**config.mk**
```make
export PLATFORM = sky130hd
export DESIGN_NAME = weight_bank_ctrl
export DESIGN_NICKNAME = d
export VERILOG_FILES = /design/src/rtl/weight_bank_ctrl.sv
export SDC_FILE = /design/constraint.sdc
export NUM_CORES = 1
export LEC_CHECK = 0
export BUFFER_PORTS_ARGS = -buffer_cell sky130_fd_sc_hd__buf_2
export CAP_MARGIN = 15
export CORE_AREA = 5 5 283 285
export DETAILED_ROUTE_END_ITERATION = 8
export DIE_AREA = 0 0 288 290
export HOLD_SLACK_MARGIN = 0.1
export PLACE_DENSITY_LB_ADDON = 0.15
export SYNTH_ARGS = -nofsm -noshare
export SYNTH_HDL_FRONTEND = slang
export SYNTH_SLANG_ARGS = --single-unit
```
**constraint.sdc**
```tcl
create_clock -name clk -period 2.12 [get_ports clk]
set_clock_uncertainty 0.2 [all_clocks]
set_input_delay 0.424 -clock clk [delete_from_list [all_inputs] [get_ports clk]]
set_output_delay 0.424 -clock clk [all_outputs]
set_load 0.02 [all_outputs]
```
**src/rtl/weight_bank_ctrl.sv**
```systemverilog
// -----------------------------------------------------------------------------
// weight_bank_ctrl
//
// Double-buffered weight staging between the host weight port and the systolic
// array. Host rows are written round-robin across NUM_BANKS single-port SRAM
// banks. Each bank holds two slots (ping = addr 0, pong = addr 1), so up to two
// complete weight sets can be buffered. On request the oldest complete set is
// read back one row per cycle and streamed to the array.
//
// Optional feature macro: WEIGHT_BANK_CTRL_AUTO_LOAD_EN
//   defined   : a full set at the read slot starts a stream by itself while
//               idle; load_weights flags err only when idle with nothing full.
//   undefined : streams start only on load_weights.
//
// Parameters
//   NUM_BANKS  banks, also rows per set (power of two, >= 2)
//   DATA_W     row width
//   ADDR_W     SRAM address width
//   READ_LAT   SRAM read latency, 1..3
//
// Ports
//   clk, rst           clock (rising edge), asynchronous active-high reset
//   wr_valid/wr_data   host row in; wr_ready accepts it
//   load_weights       pulse: stream the oldest full set
//   busy               FSM not idle
//   start_weights      pulse in the first READ cycle
//   sys_valid/sys_data/sys_row  streamed row to the array
//   weights_done       pulse in the DONE cycle
//   err                pulse on a dropped row or an illegal load
//   sram_cs/we/addr/wdata  SRAM request (one-hot bank select)
//   sram_rdata         all banks' read data, bank b at [b*DATA_W +: DATA_W]
// -----------------------------------------------------------------------------
module weight_bank_ctrl #(
  parameter int NUM_BANKS = 8,
  parameter int DATA_W    = 64,
  parameter int ADDR_W    = 10,
  parameter int READ_LAT  = 1
) (
  input  logic                          clk,
  input  logic                          rst,
  input  logic                          wr_valid,
  input  logic [DATA_W-1:0]             wr_data,
  output logic                          wr_ready,
  input  logic                          load_weights,
  output logic                          busy,
  output logic                          start_weights,
  output logic                          sys_valid,
  output logic [DATA_W-1:0]             sys_data,
  output logic [$clog2(NUM_BANKS)-1:0]  sys_row,
  output logic                          weights_done,
  output logic                          err,
  output logic [NUM_BANKS-1:0]          sram_cs,
  output logic                          sram_we,
  output logic [ADDR_W-1:0]             sram_addr,
  output logic [DATA_W-1:0]             sram_wdata,
  input  logic [NUM_BANKS*DATA_W-1:0]   sram_rdata
);

  localparam int ROW_W = $clog2(NUM_BANKS);
  localparam logic [ROW_W-1:0] LAST_ROW = ROW_W'(NUM_BANKS - 1);
  localparam logic [1:0]       LAST_DRAIN = 2'(READ_LAT - 1);

  typedef enum logic [1:0] {
    S_IDLE,
    S_READ,
    S_DRAIN,
    S_DONE
  } state_t;

  state_t                           r_state;
  state_t                           w_state_nxt;
  logic                             r_wr_buf;
  logic                             r_rd_buf;
  logic [ROW_W-1:0]                 r_wr_row;
  logic [ROW_W-1:0]                 r_rd_row;
  logic [1:0]                       r_full;
  logic [1:0]                       r_drain_cnt;
  // Issued-read tracking: one stage per cycle of SRAM latency.
  logic [READ_LAT-1:0]              r_pipe_vld;
  logic [READ_LAT-1:0][ROW_W-1:0]   r_pipe_row;

  logic w_wr_ready;
  logic w_wr_fire;
  logic w_set_done;
  logic w_rd_issue;
  logic w_start_req;
  logic w_load_err;

  // ---------------------------------------------------------------------------
  // Request decode
  // ---------------------------------------------------------------------------
  // The SRAM port is owned by the read stream during READ; outside READ a write
  // may land in any slot whose set is not yet full.
  assign w_wr_ready = !r_full[r_wr_buf] && (r_state != S_READ);
  assign w_wr_fire  = wr_valid && w_wr_ready;
  assign w_set_done = w_wr_fire && (r_wr_row == LAST_ROW);
  assign w_rd_issue = (r_state == S_READ);

  // Loads look at the registered full flags, so a set that completes in the
  // same cycle as a load is not yet visible to it.
`ifdef WEIGHT_BANK_CTRL_AUTO_LOAD_EN
  assign w_start_req = (r_state == S_IDLE) && r_full[r_rd_buf];
  assign w_load_err  = load_weights && (r_state == S_IDLE) && (r_full == 2'b00);
`else
  assign w_start_req = load_weights && (r_state == S_IDLE) && r_full[r_rd_buf];
  assign w_load_err  = load_weights && ((r_state != S_IDLE) || !r_full[r_rd_buf]);
`endif

  // ---------------------------------------------------------------------------
  // FSM next state
  // ---------------------------------------------------------------------------
  // NOTE: every signal written in an always_comb gets a default at the top so
  // no path leaves it unassigned, which would otherwise infer a latch.
  always_comb begin
    w_state_nxt = r_state;
    unique case (r_state)
      S_IDLE:  if (w_start_req) w_state_nxt = S_READ;
      S_READ:  if (r_rd_row == LAST_ROW) w_state_nxt = S_DRAIN;
      S_DRAIN: if (r_drain_cnt == LAST_DRAIN) w_state_nxt = S_DONE;
      S_DONE:  w_state_nxt = S_IDLE;
      default: w_state_nxt = S_IDLE;
    endcase
  end

  // ---------------------------------------------------------------------------
  // State, counters and buffer bookkeeping
  // ---------------------------------------------------------------------------
  // NOTE: sequential state uses non-blocking assignments so every register
  // samples pre-edge values regardless of statement order in the block.
  always_ff @(posedge clk or posedge rst) begin
    if (rst) begin
      r_state     <= S_IDLE;
      r_wr_buf    <= 1'b0;
      r_rd_buf    <= 1'b0;
      r_wr_row    <= '0;
      r_rd_row    <= '0;
      r_full      <= 2'b00;
      r_drain_cnt <= 2'd0;
      r_pipe_vld  <= '0;
      r_pipe_row  <= '0;
    end else begin
      r_state <= w_state_nxt;

      if (w_wr_fire) begin
        r_wr_row <= r_wr_row + 1'b1;
        if (w_set_done) r_wr_buf <= ~r_wr_buf;
      end

      // rd_row wraps back to 0 after the last row, ready for the next stream.
      if (w_rd_issue) r_rd_row <= r_rd_row + 1'b1;

      r_drain_cnt <= (r_state == S_DRAIN) ? r_drain_cnt + 2'd1 : 2'd0;

      // A completing write can never target the slot being released in DONE
      // (that slot is still full), so the set and clear touch different bits.
      if (r_state == S_DONE) begin
        r_full[r_rd_buf] <= 1'b0;
        r_rd_buf         <= ~r_rd_buf;
      end
      if (w_set_done) r_full[r_wr_buf] <= 1'b1;

      r_pipe_vld[0] <= w_rd_issue;
      r_pipe_row[0] <= r_rd_row;
      for (int i = 1; i < READ_LAT; i++) begin
        r_pipe_vld[i] <= r_pipe_vld[i-1];
        r_pipe_row[i] <= r_pipe_row[i-1];
      end
    end
  end

  // ---------------------------------------------------------------------------
  // SRAM request: a write and a read never coincide because wr_ready is low
  // for the whole READ state.
  // ---------------------------------------------------------------------------
  always_comb begin
    sram_cs    = '0;
    sram_we    = 1'b0;
    sram_addr  = '0;
    sram_wdata = '0;
    if (w_wr_fire) begin
      sram_cs    = NUM_BANKS'(1) << r_wr_row;
      sram_we    = 1'b1;
      sram_addr  = ADDR_W'(r_wr_buf);
      sram_wdata = wr_data;
    end else if (w_rd_issue) begin
      sram_cs   = NUM_BANKS'(1) << r_rd_row;
      sram_addr = ADDR_W'(r_rd_buf);
    end
  end

  // ---------------------------------------------------------------------------
  // Outputs
  // ---------------------------------------------------------------------------
  assign wr_ready      = w_wr_ready;
  assign busy          = (r_state != S_IDLE);
  // rd_row is 0 inside READ only on the first cycle of a stream.
  assign start_weights = (r_state == S_READ) && (r_rd_row == '0);
  assign weights_done  = (r_state == S_DONE);
  assign err           = w_load_err || (wr_valid && !w_wr_ready);

  assign sys_valid = r_pipe_vld[READ_LAT-1];
  assign sys_row   = sys_valid ? r_pipe_row[READ_LAT-1] : '0;
  assign sys_data  = sys_valid ? sram_rdata[int'(r_pipe_row[READ_LAT-1])*DATA_W +: DATA_W]
                               : '0;

endmodule

```
==> flow_metrics.tcl <==
set metrics [dict create \
    critPathLaunchType "register" \
    drc 0 \
    rows 102 \
    outcome "finished with violations" \
    firstDrtPassIters 4 \
    cap_violations 0 \
    relSlewSlack 0.634 \
    internal_power_mw 8.92 \
    drive_gt1_frac 0.852 \
    clk_pin_slew_ps 60 \
    synthArstFlopShare 1.00 \
    synth_top_family_by_area "multiplexers" \
    rsz0062_at_grt "true" \
    ir_drop_v 0.000552 \
    cp_top_family "flip-flops" \
    final_cell_mix "614 x buf_2, 129 x mux2_2, 111 x buf_6" \
    synthAdderAreaFrac 0.0370 \
    ios 736 \
    gp_congestion 0.884 \
    fin_tns_setup_ps -58390 \
    ys.flop_type "dfrtp_1" \
    switchingPower_mw 7.87 \
    dp_cells 2413 \
    leakagePower_nw 6.35 \
    wirelength_um 51700 \
    cp_max_fo 7 \
    portBuffers 726 \
    synth_top_area_frac 0.255 \
    p_total_mw 16.8 \
    synth-warning-count 0 \
    synth-compound-area-share 0.152 \
    synth_mux_area_frac 0.512 \
    wire_per_inst_um 20.8 \
    core_area_um2 77100 \
    routed-via-count 8592 \
    final_util 0.175 \
    worstPathCellList "buf_12, clkbuf_16, mux4_2, o22ai_2, nor2_1, buf_4" \
    grt_max_degree 42 \
    p_seq_frac 0.048 \
    hp-class "reg2reg" \
    cp.required_ps 1500 \
    cts_tree "done" \
    synth_edf_count 0 \
    grt_pass1_wl_um 67600 \
    die_h_um 290 \
    cts_sinks 18 \
    syn-instance-count 618 \
    cts_root_buffer "clkbuf_16" \
    cp_slowest_cell "dfrtp_4" \
    worst_pin_slew_ps 548 \
    final_area_um2 13500 \
    setup_slack_ps -555 \
    crit_path_end_kind "primary output" \
    placed_area_um2 11300 \
    power_frac_clock 0.026 \
    synthSimpleGateAreaFrac 0.133 \
    dp_slack_ps -525 \
    fin_crit_sh 1.26 \
    arrival_ps 2050 \
    critPathBufInv 3 \
    syn_area_um2 5750 \
    htreeDepth 1 \
    ys_seq_elements 18 \
    p_comb_frac 0.927 \
    seq_area_frac_synth 0.0784 \
    die_x_um 288 \
    clock_latency_ps 250 \
    synth.distinct_cells 31 \
    whs_ps 222 \
    setup_viol 140 \
    final_cells 2480 \
    postSynthAreaPerCell_um2 9.30 \
    powerDensity_nw_per_um2 1240 \
    period_minus_slack_ps 2670 \
    final_nets 2033 \
    grt_pass1_vias 9548 \
    crit_type "reg2out" \
    cts_buffers 3 \
    switching_share 0.469 \
    cts.path.max_buffers 2 \
    via_per_inst 3.46 \
    dp_hpwl_um 42200 \
    failed_checks "negative setup slack" \
    slew_viol_final 0 \
    dieArea_um2 83500 \
    postRouteAntennaNets 0 \
    start_util 0.0746 \
    hold_viol 0 \
    dr.first_iter.drc_count 235 \
    ys_top_cells_by_area "mux2_2 25%, mux4_2 25%, dfrtp_1 7.8%" \
    grt_antenna_before_repair 4 \
    synthXorXnorAreaFrac 0.00609 \
    syn2layout_area_growth_pct 135 \
    fmax_ghz 0.374 \
    mostFrequentLayoutCell "buf_2" \
    crit_path_max_incr_delay_ps 570 \
    grt_usage 0.109 \
    gr-total-overflow 0 \
    yosysTopAreaCell "mux2_2" \
]
## kinds of logic (layout without fill, tap and decap cells)
| kind of cell | Yosys count | count (layout) |
|---|---|---|
| muxes | 197 | 197 |
| and+or+nand+nor | 149 | 149 |
| AOI/OAI and AO/OA | 146 | 146 |
| buffers and inverters | 86 | 895 |
| DFF | 18 | 18 |
| adders and majority gates | 17 | 17 |
| xor gates and xnor gates | 4 | 4 |
| other | 1 | 14 |
## worst paths after layout
| path | startpoint | cells after the start | slack (ps) | end |
|---|---|---|---|---|
| max | r_pipe_row[2] | 6 | -550 | sys_data[10] |
| min | r_drain_cnt[0] | 1 | 220 | r_drain_cnt[0] |
| max reg2reg | r_wr_buf | 8 | -60 | r_wr_row[1] |
| min reg2reg | r_drain_cnt[0] | 1 | 220 | r_drain_cnt[0] |
| max in group asynchronous | rst | 4 | 650 | r_wr_buf |
| min in group asynchronous | rst | 3 | 560 | r_state[0] |
## worst reg2reg max path: cells and delay by family (launching register included)
kind | cells | cell delay [ps]
buffers and inverters | 5 | 660
AND/OR/NAND/NOR | 1 | 180
multiplexers | 2 | 650
flip-flops | 1 | 390
## sequential cells by signal (all words and copies together) (netlist names)
name         cells
r_drain_cnt      2
r_rd_row         3
r_wr_buf         1
r_full           2
r_wr_row         3
sys_valid        1
r_rd_buf         1
r_state          2
r_pipe_row       3
## repair_timing
item                                    4_1_cts  5_1_grt
endpoints found under the setup margin      141      144
hold buffers                                  1        0
setup buffers                                20       23
endpoints found under the hold margin        11        0
cloned                                        8        9
pin swaps                                    28       65
gates resized for setup                     258      173
## area by class of cell
type | count | area [µm²]
Fill cell | 8829 | 63600
Timing Repair Buffer | 878 | 6140
Multi-Input combinational cell | 522 | 5440
Tap cell | 1040 | 1300
Sequential cell | 18 | 464
Clock buffer | 4 | 88.8
Inverter | 13 | 48.8
Antenna cell | 5 | 12.5
## synthesized netlist by cell type (2+ instances only)
| cell type | instances |
|---|---|
| nor2_1 | 66 |
| buf_6 | 10 |
| a32o_1 | 5 |
| dfrtp_1 | 18 |
| buf_4 | 9 |
| nor2b_1 | 5 |
| clkbuf_1 | 25 |
| inv_1 | 13 |
| nand2_1 | 5 |
| buf_2 | 29 |
| and2_1 | 70 |
| o22ai_1 | 64 |
| a22o_1 | 3 |
| ha_1 | 17 |
| mux4_2 | 64 |
| o21ai_0 | 68 |
| mux2_2 | 130 |
| mux2i_1 | 2 |
| xor2_1 | 3 |
## power by group through the flow
stage          logic, mW  registers, mW  clock network, mW
3_3_place_gp        12.0          0.794                  0
5_1_grt             16.6          0.842              0.462
4_1_cts             14.2          0.800              0.448
6_report            15.6          0.800              0.431
3_5_place_dp        11.9          0.800                  0
2_1_floorplan       6.87          0.667                  0
## per-layer routing
metal	up-vias	global-route usage	routed length, µm
met5	-	0	13
met4	2	0.0173	678
met3	28	0.0227	3460
met2	461	0.206	27000
met1	4123	0.127	20500
li1	3978	-	-
Note: power is estimated with default switching activity, not from simulation.
